## config.mk

```make
export PLATFORM = sky130hd
export DESIGN_NAME = equiv_check_sequencer
export DESIGN_NICKNAME = d
export VERILOG_FILES = /design/src/rtl/equiv_pkg.sv /design/src/rtl/equiv_lfsr.sv /design/src/rtl/equiv_check_sequencer.sv
export SDC_FILE = /design/constraint.sdc
export NUM_CORES = 1
export LEC_CHECK = 0
export ABC_AREA = 1
export CORE_MARGIN = 2
export CORE_UTILIZATION = 49
export CTS_BUF_LIST = sky130_fd_sc_hd__clkbuf_4
export DETAILED_ROUTE_END_ITERATION = 10
export PLACE_DENSITY = 0.92
export SYNTH_ARGS = -nofsm -noshare
export SYNTH_HDL_FRONTEND = slang
export SYNTH_SLANG_ARGS = --single-unit
```

## constraint.sdc

```tcl
create_clock -name clk -period 13.2 [get_ports clk]
set_input_delay 2.64 -clock clk [delete_from_list [all_inputs] [get_ports clk]]
set_output_delay 2.64 -clock clk [all_outputs]
set_load 0.02 [all_outputs]
```

## src/rtl/equiv_pkg.sv

```systemverilog
// rtl/equiv_pkg.sv - shared types, LFSR constants and stimulus field layout for equiv_check_sequencer
package equiv_pkg;

  localparam int LFSR_W = 64;
  localparam logic [LFSR_W-1:0] LFSR_MASK = 64'hD800_0000_0000_0000;

  localparam int W0_W = 8;
  localparam int W1_W = 4;
  localparam int W2_W = 21;
  localparam int W3_W = 19;
  localparam int W0_OFF = 0;
  localparam int W1_OFF = 8;
  localparam int W2_OFF = 12;
  localparam int W3_OFF = 33;
  localparam int STIM_W = W3_OFF + W3_W;

  typedef enum logic [2:0] {
    ST_IDLE,
    ST_WARMUP,
    ST_RUN,
    ST_PASS,
    ST_FAIL
  } state_t;

  // Galois right-shift step: the tap mask is folded in when the outgoing bit is 1.
  function automatic logic [LFSR_W-1:0] lfsr_step(input logic [LFSR_W-1:0] x);
    return x[0] ? ((x >> 1) ^ LFSR_MASK) : (x >> 1);
  endfunction

endpackage

```

## src/rtl/equiv_lfsr.sv

```systemverilog
// rtl/equiv_lfsr.sv - 64-bit Galois LFSR with load, zero-seed substitution and enable
module equiv_lfsr
  import equiv_pkg::*;
(
  input  logic              clk,
  input  logic              rst,
  input  logic              load,
  input  logic              en,
  input  logic [LFSR_W-1:0] seed,
  output logic [STIM_W-1:0] nxt_stim
);

  logic [LFSR_W-1:0] q;
  logic [LFSR_W-1:0] d;

  // A zero seed would lock the register at zero forever, so it is replaced by 1.
  always_comb begin
    d = q;
    if (load) begin
      d = (seed == '0) ? {{(LFSR_W-1){1'b0}}, 1'b1} : seed;
    end else if (en) begin
      d = lfsr_step(q);
    end
  end

  always_ff @(posedge clk or posedge rst) begin
    if (rst) q <= {{(LFSR_W-1){1'b0}}, 1'b1};
    else     q <= d;
  end

  assign nxt_stim = d[STIM_W-1:0];

endmodule

```

## src/rtl/equiv_check_sequencer.sv

```systemverilog
// rtl/equiv_check_sequencer.sv - stimulus scheduler and y_1/y_2 comparator for equivalence runs
// Optional EQUIV_MISMATCH_COUNT_EN: run to completion and count mismatches on mismatch_cnt.
module equiv_check_sequencer
  import equiv_pkg::*;
#(
  parameter int Y_W    = 91,
  parameter int WARMUP = 8,
  parameter int CNT_W  = 16
) (
  input  logic                    clk,
  input  logic                    rst,
  input  logic                    start,
  input  logic [CNT_W-1:0]        num_vectors,
  input  logic [LFSR_W-1:0]       seed,
  output logic signed [W0_W-1:0]  wire0,
  output logic signed [W1_W-1:0]  wire1,
  output logic [W2_W-1:0]         wire2,
  output logic [W3_W-1:0]         wire3,
  input  logic [Y_W-1:0]          y_1,
  input  logic [Y_W-1:0]          y_2,
  output logic                    busy,
  output logic                    done,
  output logic                    pass,
  output logic [CNT_W-1:0]        mismatch_idx,
  output logic [Y_W-1:0]          mismatch_diff
`ifdef EQUIV_MISMATCH_COUNT_EN
  , output logic [CNT_W-1:0]      mismatch_cnt
`endif
);

  localparam logic [7:0] WARM_LAST = (WARMUP > 0) ? 8'(WARMUP - 1) : 8'd0;

  state_t            state, state_nxt;
  logic [7:0]        wcnt;
  logic [CNT_W-1:0]  k;
  logic [CNT_W-1:0]  nv_q;
  logic [STIM_W-1:0] nxt_stim;
  logic              in_busy, nxt_busy, accept, mism, warm_last, run_last, first_mism;

  assign in_busy   = (state == ST_WARMUP) || (state == ST_RUN);
  assign nxt_busy  = (state_nxt == ST_WARMUP) || (state_nxt == ST_RUN);
  assign accept    = start && !in_busy;
  assign mism      = (state == ST_RUN) && (y_1 != y_2);
  assign warm_last = (wcnt == WARM_LAST);
  assign run_last  = (k == nv_q - 1'b1);
`ifdef EQUIV_MISMATCH_COUNT_EN
  assign first_mism = mism && (mismatch_cnt == '0);
`else
  assign first_mism = mism;
`endif

  equiv_lfsr u_lfsr (
    .clk      (clk),
    .rst      (rst),
    .load     (accept),
    .en       (in_busy),
    .seed     (seed),
    .nxt_stim (nxt_stim)
  );

  always_ff @(posedge clk or posedge rst) begin
    if (rst) state <= ST_IDLE;
    else     state <= state_nxt;
  end

  always_comb begin
    state_nxt = state;
    case (state)
      ST_IDLE, ST_PASS, ST_FAIL: begin
        if (start) begin
          if (WARMUP != 0)              state_nxt = ST_WARMUP;
          else if (num_vectors == '0)   state_nxt = ST_PASS;
          else                          state_nxt = ST_RUN;
        end
      end
      ST_WARMUP: begin
        if (warm_last) state_nxt = (nv_q == '0) ? ST_PASS : ST_RUN;
      end
      ST_RUN: begin
`ifdef EQUIV_MISMATCH_COUNT_EN
        if (run_last) state_nxt = (mismatch_cnt == '0 && !mism) ? ST_PASS : ST_FAIL;
`else
        if (mism)          state_nxt = ST_FAIL;
        else if (run_last) state_nxt = ST_PASS;
`endif
      end
      default: state_nxt = ST_IDLE;
    endcase
  end

  always_comb begin
    busy = 1'b0;
    done = 1'b0;
    pass = 1'b0;
    case (state)
      ST_WARMUP, ST_RUN: busy = 1'b1;
      ST_PASS: begin
        done = 1'b1;
        pass = 1'b1;
      end
      ST_FAIL: done = 1'b1;
      default: ;
    endcase
  end

  // Stimulus mirrors the LFSR while busy and freezes on the last applied vector afterwards.
  always_ff @(posedge clk or posedge rst) begin
    if (rst) begin
      wcnt          <= '0;
      k             <= '0;
      nv_q          <= '0;
      mismatch_idx  <= '0;
      mismatch_diff <= '0;
      wire0         <= '0;
      wire1         <= '0;
      wire2         <= '0;
      wire3         <= '0;
`ifdef EQUIV_MISMATCH_COUNT_EN
      mismatch_cnt  <= '0;
`endif
    end else begin
      if (accept) begin
        wcnt          <= '0;
        k             <= '0;
        nv_q          <= num_vectors;
        mismatch_idx  <= '0;
        mismatch_diff <= '0;
`ifdef EQUIV_MISMATCH_COUNT_EN
        mismatch_cnt  <= '0;
`endif
      end else if (state == ST_WARMUP) begin
        if (wcnt != 8'hFF) wcnt <= wcnt + 8'd1;
      end else if (state == ST_RUN) begin
        if (k != '1) k <= k + 1'b1;
        if (first_mism) begin
          mismatch_idx  <= k;
          mismatch_diff <= y_1 ^ y_2;
        end
`ifdef EQUIV_MISMATCH_COUNT_EN
        if (mism && mismatch_cnt != '1) mismatch_cnt <= mismatch_cnt + 1'b1;
`endif
      end
      if (nxt_busy) begin
        wire0 <= nxt_stim[W0_OFF +: W0_W];
        wire1 <= nxt_stim[W1_OFF +: W1_W];
        wire2 <= nxt_stim[W2_OFF +: W2_W];
        wire3 <= nxt_stim[W3_OFF +: W3_W];
      end
    end
  end

endmodule

```

==> metrics.txt, run 1 <==
hold crit path type reg -> reg; CTS Sinks 266; cts hold-fix bufs 0; post-route DRC violation count 0; Reg2Reg Launch Point state[1]; Synth Register Bits 266; post-DP HPWL 33700 um; worst-case reg-to-reg path depth 9; worst slew pin tran 1180 ps; Total Routing Usage GR 30.3%; relative slew slack 21.1%; worst path cell trace clkdlybuf4s50_1 -> xnor2_1 -> nand2_1 -> nor2_1 -> nand2_1 -> nor2_1 -> nand2_1 -> nor2_1 -> nand2_1 -> nand2_4 -> buf_4 -> nand3_1 -> o31ai_1; clock skew 46.4 ps; crit-path max FO 101; Syn Nets 1935; core area 27900 sq um; Multi-input gate area 6300 sq um; critical path's top delay family simple AND/OR/NAND/NOR gates; IO Pins 427; Power per Cell Area 208 nW/um^2; M1 WL 16400 um; CTS tree done; DP Area 18200 sq um; average wire per standard cell 18.5 um; FF+latch area 6660 sq um; clk root buf clkbuf_4; sequential element share of the synthesized area 47.5%; final setup violating endpoints 0; Area Growth Syn to Fin 37.3%; FF-to-FF setup slack 9830 ps; CTS buffer count 71; Netlist cell types 47; number of vias per cell 5.59; cell depth of the worst setup path 13; Final Non-Filler Cells 2528; leak pwr 8.91 nW; maximum vdd drop 148 uV; post-route cell area 19200 sq um; routed wire length 46900 um; starting density of the core 50.1%; CTS Buffer Depth 3; Post-Syn Area 14000 sq um; via count 14100; asr flop ratio synth 100%; Critical Path Start y_2[61]; Tmin final 5580 ps; first-pass GRT wire length 72800 um; Post-CTS Setup Bufs 0; top sig layer met4; status finished, final reports clean; Yosys Warn Count 0; CP Data Required Time 13750 ps; Starting DRT DRC Count 1088; Mapped Cells 1667; DIE AREA 30000 sq um; Setup CP Type in -> reg; cell mode on critical path nand2_1; clock-pin slew on the worst setup and hold paths 70 ps; port bufs 426; startpoint types input port; largest net degree at the start of global routing 138; Post-DRT Antenna Nets 0; Hold WS 498 ps; Critical Path AT 6140 ps; CP Capture Type flop; crit path buf inv count 2; drt pass-1 iters 7; Placed Cells 2386; Syn Area/Cell 8.40 sq um; fill cell count 2025; Setup TNS Final 0 ps; CP Capture Point mismatch_diff[86]; Max-cap violations 0; htree depth 3; Final Hold Vio Count 0; critical path's slowest cell buf_4; routed wl met3 4920 um; FMAX 179 MHz; Slew Viols, Final 0; number of global-route vias before repair 14000; Util after Layout 68.8%; Post-CTS Resized 0; met2 routed WL 23300 um; number of synthesized flops with an enable pin 0; largest stage delay on the critical path 840 ps; Die Ht 173 um; final net count 2349; Worst-Skew Late Latency 660 ps; initial antenna violation count 14; routability cong. 0.979; ys flop type dfrtp_1; FP Rows 61; layout cells sized above 1 10.4%; R2R Path End mismatch_diff[42]; RSZ-0062 raised after global routing no; total grt overflow 0; Die W 173 um; period utilisation layout 42.3%
layout make-up:
class | instances | area share, %
Tap cell | 378 | 2.46
Timing Repair Buffer | 434 | 22.5
Antenna cell | 15 | 0.195
Sequential cell | 266 | 34.6
Inverter | 130 | 2.59
Clock buffer | 108 | 4.22
Multi-Input combinational cell | 1178 | 32.7
Clock inverter | 19 | 0.690
registers in the layout, indices dropped and copies added, names as in the netlist:
| signal | count |
|---|---|
| k | 16 |
| wcnt | 8 |
| wire3 | 19 |
| nv_q | 16 |
| mismatch_idx | 16 |
| state | 3 |
| u_lfsr.q | 64 |
| wire1 | 4 |
| mismatch_diff | 91 |
| wire0 | 8 |
| wire2 | 21 |
layout by cell type (no fill, tap or decap), types with 3 or more instances in the layout:
master / count
nand2_2: 7
a21oi_1: 17
o211ai_1: 12
nor4_1: 17
ha_1: 3
inv_2: 8
nor2_4: 6
nand3_1: 252
nand3_2: 53
clkbuf_4: 108
nand4_1: 11
xor2_1: 22
inv_1: 123
nand3_4: 3
a22oi_1: 8
nor3_1: 9
dfrtp_1: 265
nand2_1: 490
nor2_1: 76
xnor2_1: 46
diode_2: 15
buf_4: 8
nand2_4: 5
nor2_2: 8
o21ai_0: 27
clkinv_1: 10
o31ai_1: 85
clkdlybuf4s50_1: 426
clkinv_2: 3
Yosys cell counts, types with 22 or more instances:
| cell | n | area share (%) |
|---|---|---|
| buf_2 | 27 | 0.96 |
| clkbuf_1 | 41 | 1.1 |
| dfrtp_1 | 265 | 47 |
| inv_1 | 125 | 3.4 |
| nand2_1 | 491 | 13 |
| nand3_1 | 252 | 9.0 |
| nand3_2 | 53 | 3.8 |
| nor2_1 | 77 | 2.1 |
| o21ai_0 | 27 | 0.96 |
| o31ai_1 | 85 | 4.6 |
| xnor2_1 | 46 | 2.9 |
| xor2_1 | 22 | 1.4 |
per-layer routing:
layer	GRT usage [%]	vias up
li1	-	6427
met1	33.6	6702
met2	52.0	831
met3	9.06	159
met4	16.8	0
met5	0	-
worst min-delay path by stage:
| stage | start | endpoint | slack, ps | cells after the start |
|---|---|---|---|---|
| after floorplan | wcnt[7] | wcnt[7] | 460 | 1 |
| after global placement | wcnt[7] | wcnt[7] | 480 | 1 |
| after detailed placement | u_lfsr.q[53] | u_lfsr.q[53] | 490 | 2 |
| after CTS | u_lfsr.q[5] | u_lfsr.q[4] | 500 | 2 |
| after global routing | u_lfsr.q[53] | u_lfsr.q[53] | 530 | 2 |
| final | wcnt[7] | wcnt[7] | 500 | 1 |
cells by family after synthesis:
family | share of synthesized area (%)
DFF | 47.5
adders and majority gates | 0.268
buffers and inverters | 7.62
xor gates and xnor gates | 4.74
AOI/OAI and AO/OA | 7.66
and+or+nand+nor | 32.2
power breakdown:
part | leakage [nW] | total, W | internal, W | switching [W]
Combinational | 4.86 | 0.00188 | 0.000720 | 0.00116
Sequential | 3.48 | 0.00134 | 0.00112 | 0.000217
Clock | 0.570 | 0.000774 | 0.000414 | 0.000361
worst reg2reg max path: cells and delay by family, from the launching register on:
kind	cells	cell delay, ps
buf+inv	4	2030
simple gates	4	580
flops	1	410
compound gates	1	170
stage by stage:
step	worst slack, ps	power, W
final	7620	0.00399
after global routing	7330	0.00424
after CTS	7720	0.00399
after detailed placement	7060	0.00321
after global placement	7110	0.00313
after floorplan	3240	0.00254
Power figures use the tool's default switching activity.
==> inputs of run 2 (changes only) <==
- CORE_UTILIZATION: 49 -> 44
- PLACE_DENSITY: 0.92 -> 0.88
- clock period: 13.2 -> 4.95 ns (I/O delays scaled with it)
==> run 2 against run 1 <==
Against the previous run:
- worst hold slack about the same
- core utilization decreased by 7.3 points
- largest cell class unchanged
- cell count increased by 1.1%
- routed wire length increased by 0.85%
- via count decreased by 1.6%
- design area increased by 0.77%
==> metrics.txt, run 2 (synthesis gave the netlist of run 1 again) <==
Tmin final 3730 ps; hold crit path type reg -> reg; Final Hold Vio Count 0 (unchanged); FP Rows 65 (+6.6%); Flop pwr share 33.3% (about the same); Starting DRT DRC Count 961 (-12%); CTS Sinks 266 (unchanged); Setup CP Type reg -> out; Most flops, register mismatch_diff; clk root buf clkbuf_4; Setup WS pre-CTS 775 ps (-6290 ps); routed wl met3 4920 um (+0.10%); drt pass-1 iters 5 (-2); M1 WL 17000 um (+3.8%); Reg2Reg Launch Point state[2]; htree depth 3 (unchanged); final setup violating endpoints 0 (unchanged); FMAX 268 MHz; IO Pins 427 (unchanged); maximum vdd drop 409 uV (+180%); Hold WS 498 ps (-0.116 ps); hold endpoint u_lfsr.q[57]; Die Ht 182 um (+5.4%); clock network power share 20.0% (+0.6 points); leak pwr 8.96 nW (+0.63%); worst slew pin tran 991 ps (-193 ps); cts hold-fix bufs 0 (unchanged); DIE AREA 33300 sq um (+11%); first-pass GRT wire length 74500 um (+2.3%); Pwr Total 0.0108 W (+170%); total grt overflow 0 (unchanged); status finished, final reports clean; Final Worst Setup Slack 1220 ps (-6390 ps); via count 13900 (-1.6%); average wire per standard cell 18.5 um (-0.25%); Post-CTS Resized 0 (unchanged); Hold Path Origin u_lfsr.q[57]; Post-CTS Setup Bufs 0 (unchanged); clock-pin slew on the worst setup and hold paths 70 ps (about the same); CP Data Required Time 3960 ps (-9790 ps); number of global-route vias before repair 14000 (-0.39%); FF-to-FF setup slack 1840 ps (-7990 ps); port bufs 426 (unchanged); Setup TNS Final 0 ps (unchanged); met2 routed WL 23200 um (-0.44%); clock skew 45.9 ps (-0.557 ps); starting density of the core 44.5% (-5.6 points); layout cells sized above 1 10.7% (+0.32 points); Critical Path AT 2740 ps (-3400 ps); RSZ-0062 raised after global routing no; Post-DRT Antenna Nets 0 (unchanged); crit-path max FO 37 (-63%); combinational power share 46.7% (-0.5 points); Worst-Skew Late Latency 680 ps (+20 ps); CTS tree done; CP Capture Type output port; startpoint types flop; period utilisation layout 75.3%; final net count 2357 (+0.34%); R2R Path End k[15]; core area 31500 sq um (+13%); Total Routing Usage GR 28.2% (-2.0 points); Die W 182 um (+5.4%); Internal Dissipation 0.00611 W (+170%); routability cong. 0.922 (-5.8%); Slew Viols, Final 0 (unchanged); top sig layer met5; relative slew slack 34.0% (+13 points); switch share 43.3% (-0.35 points); Util after Layout 61.6% (-7.3 points); fill cell count 2554 (+26%); most frequent cells in the layout nand2_1, clkdlybuf4s50_1, dfrtp_1; CTS Buffer Depth 3 (unchanged); Largest regs mismatch_diff (91), u_lfsr.q (64), wire2 (21); number of vias per cell 5.44 (-2.6%); routed wire length 47300 um (+0.85%); Max-cap violations 0 (unchanged); initial antenna violation count 9 (-5); post-route DRC violation count 0 (unchanged); commonest non-fill, non-tap cell in the layout nand2_1; Area Growth Syn to Fin 38.4%; worst-case reg-to-reg path depth 13 (+4); post-DP HPWL 34500 um (+2.2%); max reg flops 91 (unchanged); largest net degree at the start of global routing 132 (-4.3%); total net switching power 0.00465 W (+170%); hold depth 2 (+1); Power per Cell Area 555 nW/um^2 (+170%); CTS buffer count 74 (+4.2%)
run 2: cell types whose count changed in the layout (fill, tap and decap cells not counted), moves of 2 or more:
cell        delta
buf_12         +3
buf_4          +2
clkbuf_4       +4
clkinv_1       +2
clkinvlp_4     +2
diode_2        -6
inv_2          -2
run 2: cell type report:
cell class              count  area (sq um)  area share [%]
diodes                      9          22.5           0.116
clock buffers             112           841            4.34
flip-flops and latches    266          6660            34.4
multi-input cells        1178          6300            32.5
well taps                 402           503            2.60
repair buffers            439          4400            22.7
inverters                 130           497            2.56
clock inverters            20           161           0.833
run 2: critical path: stages, from the launching register on:
cell and delay [ps]:
dfrtp_1 410, inv_1 130, nand3_2 130, nand2_2 640, clkdlybuf4s50_1 760
run 2: worst max-delay path by stage:
stage | to | slack (ps) | cells past startpoint | start
after floorplan | k[0] | 450 | 1 | rst
after global placement | wire0[4] | 880 | 13 | y_1[87]
after detailed placement | wire0[3] | 780 | 13 | y_1[87]
after CTS | busy | 1150 | 4 | state[1]
after global routing | busy | 1050 | 4 | state[1]
final | busy | 1220 | 4 | state[1]
run 2: power groups by stage:
stage,clock network (W),logic (W),registers [W]
floorplan,0,0.00280,0.00397
global placement,0,0.00485,0.00356
detailed placement,0,0.00500,0.00358
CTS,0.00219,0.00502,0.00357
global route,0.00233,0.00547,0.00365
finish,0.00216,0.00502,0.00358
run 2: stage by stage:
stage	cells	instance area (sq um)
2_1_floorplan	1667	14000
3_3_place_gp	2415	18400
3_5_place_dp	2415	18400
4_1_cts	2547	19400
5_1_grt	2554	19400
6_report	2556	19400
run 2: metal layers:
layer | track usage [%] | vias up
li1 | - | 6428
met1 | 32.3 | 6593
met2 | 47.8 | 741
met3 | 8.76 | 135
met4 | 14.6 | 2
met5 | 0 | -
